[src/rtl/pipe_hazard_ctrl.sv]
// pipe_hazard_ctrl: hazard and stall controller for the 5-stage MIPS pipeline.
// Generates forwarding selects, load-use and branch stalls, and a valid/ready
// handshake with a multi-cycle data memory guarded by a timeout watchdog.
// Optional feature macro: HAZARD_PERF_CNT_EN adds the 32-bit stall_cycles
// counter output.
module pipe_hazard_ctrl #(
   parameter int unsigned TIMEOUT = 255
) (
   input  logic       clk,
   input  logic       rst,
   input  logic [4:0] RsD,
   input  logic [4:0] RtD,
   input  logic [4:0] RsE,
   input  logic [4:0] RtE,
   input  logic [4:0] WriteRegE,
   input  logic [4:0] WriteRegM,
   input  logic [4:0] WriteRegW,
   input  logic       RegWriteE,
   input  logic       RegWriteM,
   input  logic       RegWriteW,
   input  logic       MemtoRegE,
   input  logic       MemtoRegM,
   input  logic       MemWriteM,
   input  logic       BranchD,
   input  logic       mem_ready,
   output logic       mem_req,
   output logic       StallF,
   output logic       StallD,
   output logic       StallE,
   output logic       StallM,
   output logic       FlushE,
   output logic       FlushW,
   output logic [1:0] ForwardAE,
   output logic [1:0] ForwardBE,
   output logic       ForwardAD,
   output logic       ForwardBD,
   output logic       mem_err
`ifdef HAZARD_PERF_CNT_EN
   ,
   output logic [31:0] stall_cycles
`endif
);

   localparam int CW = $clog2(TIMEOUT + 1);
   // The request cycle in IDLE is the first stalled cycle, so WAIT gives up
   // after TIMEOUT-1 further cycles: the total freeze never exceeds TIMEOUT.
   localparam logic [CW-1:0] LAST_CNT = CW'((TIMEOUT >= 2) ? (TIMEOUT - 2) : 0);

   typedef enum logic [1:0] {
      S_IDLE,
      S_WAIT,
      S_ERR
   } state_t;

   state_t        state, state_nx;
   logic [CW-1:0] wait_cnt, wait_cnt_nx;
   logic          req_raw;
   logic          err_raw;
   logic          memacc;
   logic          memstall;
   logic          lwstall;
   logic          brstall;

   assign memacc = MemtoRegM | MemWriteM;

   // State register and wait counter.
   // NOTE: sequential state uses non-blocking assignments so every register
   // samples pre-edge values regardless of statement order.
   always_ff @(posedge clk) begin
      if (rst) begin
         state    <= S_IDLE;
         wait_cnt <= '0;
      end else begin
         state    <= state_nx;
         wait_cnt <= wait_cnt_nx;
      end
   end

   // Handshake next-state logic; request and error flags before reset gating.
   // NOTE: every signal gets a default first so no path can infer a latch.
   always_comb begin
      state_nx    = state;
      wait_cnt_nx = wait_cnt;
      req_raw     = 1'b0;
      err_raw     = 1'b0;
      unique case (state)
         S_IDLE: begin
            req_raw = memacc;
            if (memacc && !mem_ready) begin
               wait_cnt_nx = '0;
               state_nx    = (TIMEOUT <= 1) ? S_ERR : S_WAIT;
            end
         end
         S_WAIT: begin
            req_raw = 1'b1;
            if (mem_ready) begin
               state_nx = S_IDLE;
            end else if (wait_cnt == LAST_CNT) begin
               state_nx = S_ERR;
            end else begin
               wait_cnt_nx = wait_cnt + 1'b1;
            end
         end
         S_ERR: begin
            err_raw = 1'b1;
         end
         default: begin
            state_nx = S_IDLE;
         end
      endcase
   end

   // Forwarding selects; the M stage wins over W because it is younger.
   always_comb begin
      ForwardAE = 2'b00;
      ForwardBE = 2'b00;
      if (RsE != 5'd0 && RegWriteM && WriteRegM == RsE)      ForwardAE = 2'b10;
      else if (RsE != 5'd0 && RegWriteW && WriteRegW == RsE) ForwardAE = 2'b01;
      if (RtE != 5'd0 && RegWriteM && WriteRegM == RtE)      ForwardBE = 2'b10;
      else if (RtE != 5'd0 && RegWriteW && WriteRegW == RtE) ForwardBE = 2'b01;
      ForwardAD = (RsD != 5'd0) && RegWriteM && (WriteRegM == RsD);
      ForwardBD = (RtD != 5'd0) && RegWriteM && (WriteRegM == RtD);
   end

   // Stall/flush priority: reset, then memory freeze, then load-use/branch.
   always_comb begin
      lwstall  = MemtoRegE && (RtE == RsD || RtE == RtD);
      brstall  = BranchD &&
                 ((RegWriteE && (WriteRegE == RsD || WriteRegE == RtD)) ||
                  (MemtoRegM && (WriteRegM == RsD || WriteRegM == RtD)));
      mem_req  = req_raw && !rst;
      mem_err  = err_raw && !rst;
      memstall = mem_req && !mem_ready;
      StallF   = 1'b0;
      StallD   = 1'b0;
      StallE   = 1'b0;
      StallM   = 1'b0;
      FlushE   = 1'b0;
      FlushW   = 1'b0;
      if (rst) begin
         FlushE = 1'b1;
         FlushW = 1'b1;
      end else if (memstall) begin
         StallF = 1'b1;
         StallD = 1'b1;
         StallE = 1'b1;
         StallM = 1'b1;
         FlushW = 1'b1;
      end else if (lwstall || brstall) begin
         StallF = 1'b1;
         StallD = 1'b1;
         FlushE = 1'b1;
      end
   end

`ifdef HAZARD_PERF_CNT_EN
   // Saturating count of cycles in which fetch is held.
   always_ff @(posedge clk) begin
      if (rst) begin
         stall_cycles <= '0;
      end else if (StallF && stall_cycles != 32'hFFFF_FFFF) begin
         stall_cycles <= stall_cycles + 32'd1;
      end
   end
`endif

endmodule
[config.mk]
export PLATFORM = sky130hd
export DESIGN_NAME = pipe_hazard_ctrl
export DESIGN_NICKNAME = d
export VERILOG_FILES = /design/src/rtl/pipe_hazard_ctrl.sv
export SDC_FILE = /design/constraint.sdc
export NUM_CORES = 1
export LEC_CHECK = 0
export BUFFER_PORTS_ARGS = -buffer_cell sky130_fd_sc_hd__buf_4
export CORE_MARGIN = 2
export CORE_UTILIZATION = 47
export DETAILED_ROUTE_END_ITERATION = 10
export GPL_TIMING_DRIVEN = 0
export HOLD_SLACK_MARGIN = 0.03
export PLACE_DENSITY = 0.8
export SYNTH_ARGS = -nofsm -noshare
export SYNTH_HDL_FRONTEND = slang
export SYNTH_SLANG_ARGS = --single-unit
[constraint.sdc]
create_clock -name clk -period 1.9 [get_ports clk]
set_input_delay 0.19 -clock clk [delete_from_list [all_inputs] [get_ports clk]]
set_output_delay 0.19 -clock clk [all_outputs]
set_load 0.03 [all_outputs]
# Word level (Yosys, flattened, before mapping)
# Index checks and enable logic that the tools add are counted.
# W data, S select, Z words.
# op_classes
addsub	1
n_eq_ne	17
n_mux	22
bitwise	2
n_reduce_logical	35
# ops
cell	count
$eq A5 B5 Y1	10
$mux W8	3
$logic_and A1 B1 Y1	20
$reduce_bool A5 Y1	4
$pmux W8 S2	1
$mux W1	11
$mux W2	5
$add A8 B1 Y8 const B	1
$eq A8 B8 Y1 const B	1
$ne A2 B2 Y1 const B	3
$pmux W2 S3	1
$logic_or A1 B1 Y1	5
$reduce_and A4 Y1	1
$ne A3 B3 Y1 const B	1
$reduce_and A3 Y1	1
$eq A2 B1 Y1 const B	1
$eq A2 B2 Y1 const B	1
$logic_not A1 Y1	2
$logic_not A2 Y1	1
$pmux W1 S2	1
$reduce_bool A2 Y1	1
$not A1 Y1	1
$or A1 B1 Y1	1
# totals
register_bits	10
output_inout_bits	14
elab_cells	79

# Logic depth before layout (Yosys ltp)
# logic_depth
word_depth	9
mapped_depth	7
depth_no_buf	7

# Worst setup path after synthesis
# OpenSTA, ideal clock, no wires.
# synth_path
kind	input to output
startpoint	input port RsE[1]
endpoint	output port ForwardAE[0]
arrival_ns	2.020
t_required_ns	1.710
slack_ns	-0.310
stages	4
path_cell_list	or4_1 -> nor2_1 -> nor4_1 -> nor4_1
# synth_between
elab_chain_cells	5
elab_cells_between_ends	9
cone_classes	2 x eq/ne; 2 x mux; 5 x reduce/logical
# synth_rtl
element	line_no	source
from (decl)	13	input logic [4:0] RsE,
$reduce_bool A5 Y1	117, 118	
$logic_and A1 B1 Y1 (2 in a row)	118	else if (RsE != 5'd0 && RegWriteW && WriteRegW == RsE) ForwardAE = 2'b01;
$mux W1	118	
$mux W2 *	117	if (RsE != 5'd0 && RegWriteM && WriteRegM == RsE) ForwardAE = 2'b10;
to (decl)	33	output logic [1:0] ForwardAE,
# Every way passes the cells marked *; elsewhere a longest branch is shown, timed or not.

# Final worst setup path
# layout_path
startpoint	register state[0]
endpoint	output port StallF
# layout_between
elab_chain_cells	6
elab_cells_between_ends	7
cone_classes	1 x eq/ne; 3 x mux; 3 x reduce/logical
# layout_rtl
element	line_no	source
from (decl)	55	state_t state, state_nx;
from (signal assigned)	74	state <= state_nx;
$eq A2 B1 Y1 or $logic_not A2 Y1 (tied branches)	86	unique case (state)
$pmux W1 S2 *	86	
$logic_and A1 B1 Y1 *	131	mem_req = req_raw && !rst;
$logic_and A1 B1 Y1 *	133	memstall = mem_req && !mem_ready;
$mux W1 *	143	end else if (memstall) begin
$mux W1 *	140	if (rst) begin
to (decl)	27	output logic StallF,
# Marked as above.

==> flow_summary.toml <==
[worst_setup_path]
reg2reg_from = "wait_cnt[0]"
crit-reg2reg-capture = "wait_cnt[5]"
crit_fanout = 7
cp-end-kind = "output port"
rrSetupSlack_ns = 0.21
critPathKind = "reg2out"
cp.arrival_ns = 1.65
worstSetupStartpointType = "flop"
crit_required_ns = 1.71
r2r_cells = 6

[yosys]
ys_ff_latch = 10
synth_top_family_by_area = "XOR/XNOR gates"
synth_common_cells = "xnor2_1, nand2_1, nor2_1"
synth_xor_xnor_area_share_pct = 37.71
synthAdderAreaFrac_pct = 1.959
synth_compound_area_share_pct = 8.717
yosysSeqAreaShare_pct = 15.67
synth_edf_count = 0
syn_nets = 212
synth_area_leader_cell = "xnor2_1"
synthArstFlopShare_pct = 0
avgSynthCellArea_sq_um = 7.742
synth_top_area_share_pct = 32.22
synth_cells = 165
synth_cell_type_count = 33
yosysMostFrequentCell = "xnor2_1"
synthMuxAreaShare_pct = 0
syn_area_sq_um = 1277
ys_warn_count = 0
synth.area.top_cells = "xnor2_1, dfxtp_1, xor2_1"
synth-simple-area-share_pct = 30.56
synthFlopType = "dfxtp_1"

[floorplanning]
dieHeight_um = 56.14
chipWidth_um = 56.14
dieArea_sq_um = 3151
fp-row-count = 18
io_pins = 59
core_sq_um = 2522
initial_core_util_pct = 50.64

[timing]
hold_slack_ns = 0.2093
hold_viol = 0
min_period_ns = 1.841
setup_viol = 0
worst_slew_pin_slew_ns = 0.5981
fin_skew_ns = 0.001121
setup_tns_ns = 0
relSlewSlack_pct = 59.98
rsz0062_at_grt = "false"
fin_crit_sh_pct = 96.92
maxClockFrequency_mhz = 543.0
maxSlewViolCount = 0

[placement]
place_inst = 246
io_buffers = 51
dp_hpwl_mm = 3.058
gp_congestion = 0.8516

[hold_path]
holdPathStages = 3
hold_end = "state[0]"
min_from = "rst"
hold_class = "in2reg"

[global_routing]
grt-ovfl-total = 0
track_usage_pct = 23.52
grt_pass1_vias = 1397
grt_max_degree = 11
antenna_found_initial = 0
grt_pass1_wl_mm = 6.065

[route]
drt_first_pass_iters = 4
drc = 0
dr.first_iter.drc_count = 38
wl_mm = 3.677
vias = 1445
post_drt_via_cell_ratio = 5.757
wire_per_inst_um = 14.65
ant_nets = 0

[clock_tree]
cts_sinks = 10
numCtsBuffers = 3
htreeDepth = 1
clock-root-buffer = "clkbuf_4"
cts_tree = "done"
cts.clk_slew.worst_paths_ns = 0.07
clock_path_buffers = 2
clk_latency_ns = 0.27
hold_buffers = 0

[pwr]
power.total_w = 0.0007738
ir_drop_mv = 0.3925
p_leak_nw = 0.6488
powerDensity_nw_per_um2 = 430.4

[final_layout]
n_antenna_cell = 0
layoutNonFillerInstCount = 251
area_growth_pct = 40.74
final_nets = 269
drive_gt1_share_pct = 34.84

[run]
max_cap_viol_count = 0

[status]
outcome = "completed"
-- cell families after synthesis --
kind of cell	Yosys count
simple gates	66
xor+xnor	55
compound gates	19
buf+inv	13
flops	10
fa+ha+maj	2
-- routing by layer --
layer / GRT usage [%] / vias up / part of all wire [%]
met2: 44.71 / 71 / 51
met5: 0 / - / 0
met3: 2.558 / 7 / 6.7
li1: - / 686 / -
met4: 5.782 / 0 / 1.3
met1: 27.62 / 681 / 41
-- how the worst max path moves through the flow --
stage	from	to	slack (ns)	cells after the start
2_1_floorplan	RsE[1]	ForwardAE[0]	0.02	4
3_3_place_gp	WriteRegM[1]	StallF	0.06	8
3_5_place_dp	WriteRegM[1]	StallF	0.02	8
4_1_cts	WriteRegM[1]	StallF	0.02	8
5_1_grt	state[0]	StallF	0.007	6
6_report	state[0]	StallF	0.06	6
-- critical path, cell delays in order, from the launching register on --
cell     delay, ns
dfxtp_4       0.37
or3_4         0.40
nand2_4       0.08
buf_6         0.12
a31oi_2       0.11
buf_4         0.15
buf_4         0.16
-- flip-flops by register name (all words and copies together) (netlist names) --
signal    flops
state         2
wait_cnt      8
-- layout make-up --
class	count	area (sq um)
multi-input cells	142	1055
fillers	212	724.4
well taps	30	37.54
clock buffers	4	36.28
flip-flops and latches	10	203.9
plain buffers	11	67.56
inverters	2	7.507
repair buffers	52	390.4
-- stage by stage --
step	cell area, sq um	util [%]	setup WS (ns)
after detailed placement	1725	68.40	0.01633
after global placement	1725	68.40	0.06204
after floorplan	1305	-	0.02384
final	1798	71.28	0.05854
after global routing	1798	71.28	0.007001
after CTS	1782	70.63	0.01584
-- placed cells by master (no fill, tap or decap), drive strengths merged, types with 3 or more instances in the layout --
cell type	synthesis	layout
nor4	9	9
nand4	9	9
o21ai	8	8
buf	7	59
dfxtp	10	10
nor2	13	13
xnor2	47	47
or4	4	4
nand3	8	8
or3	3	3
o22ai	3	3
xor2	8	8
nand2	12	12
clkbuf	4	8
-- timing repair --
item	CTS	global route
setup buffers	1	0
pin swaps	0	2
setup endpoints to repair	4	3
resized for setup	4	4
hold endpoints to repair	0	0
-- report_power, final --
part	total, W	leakage [nW]	switching (W)	internal (W)
Clock	0.000191	0.0210	0.0000746	0.000116
Sequential	0.000222	0.0815	0.00000707	0.000215
Combinational	0.000361	0.546	0.000184	0.000178
Power figures use the tool's default switching activity.
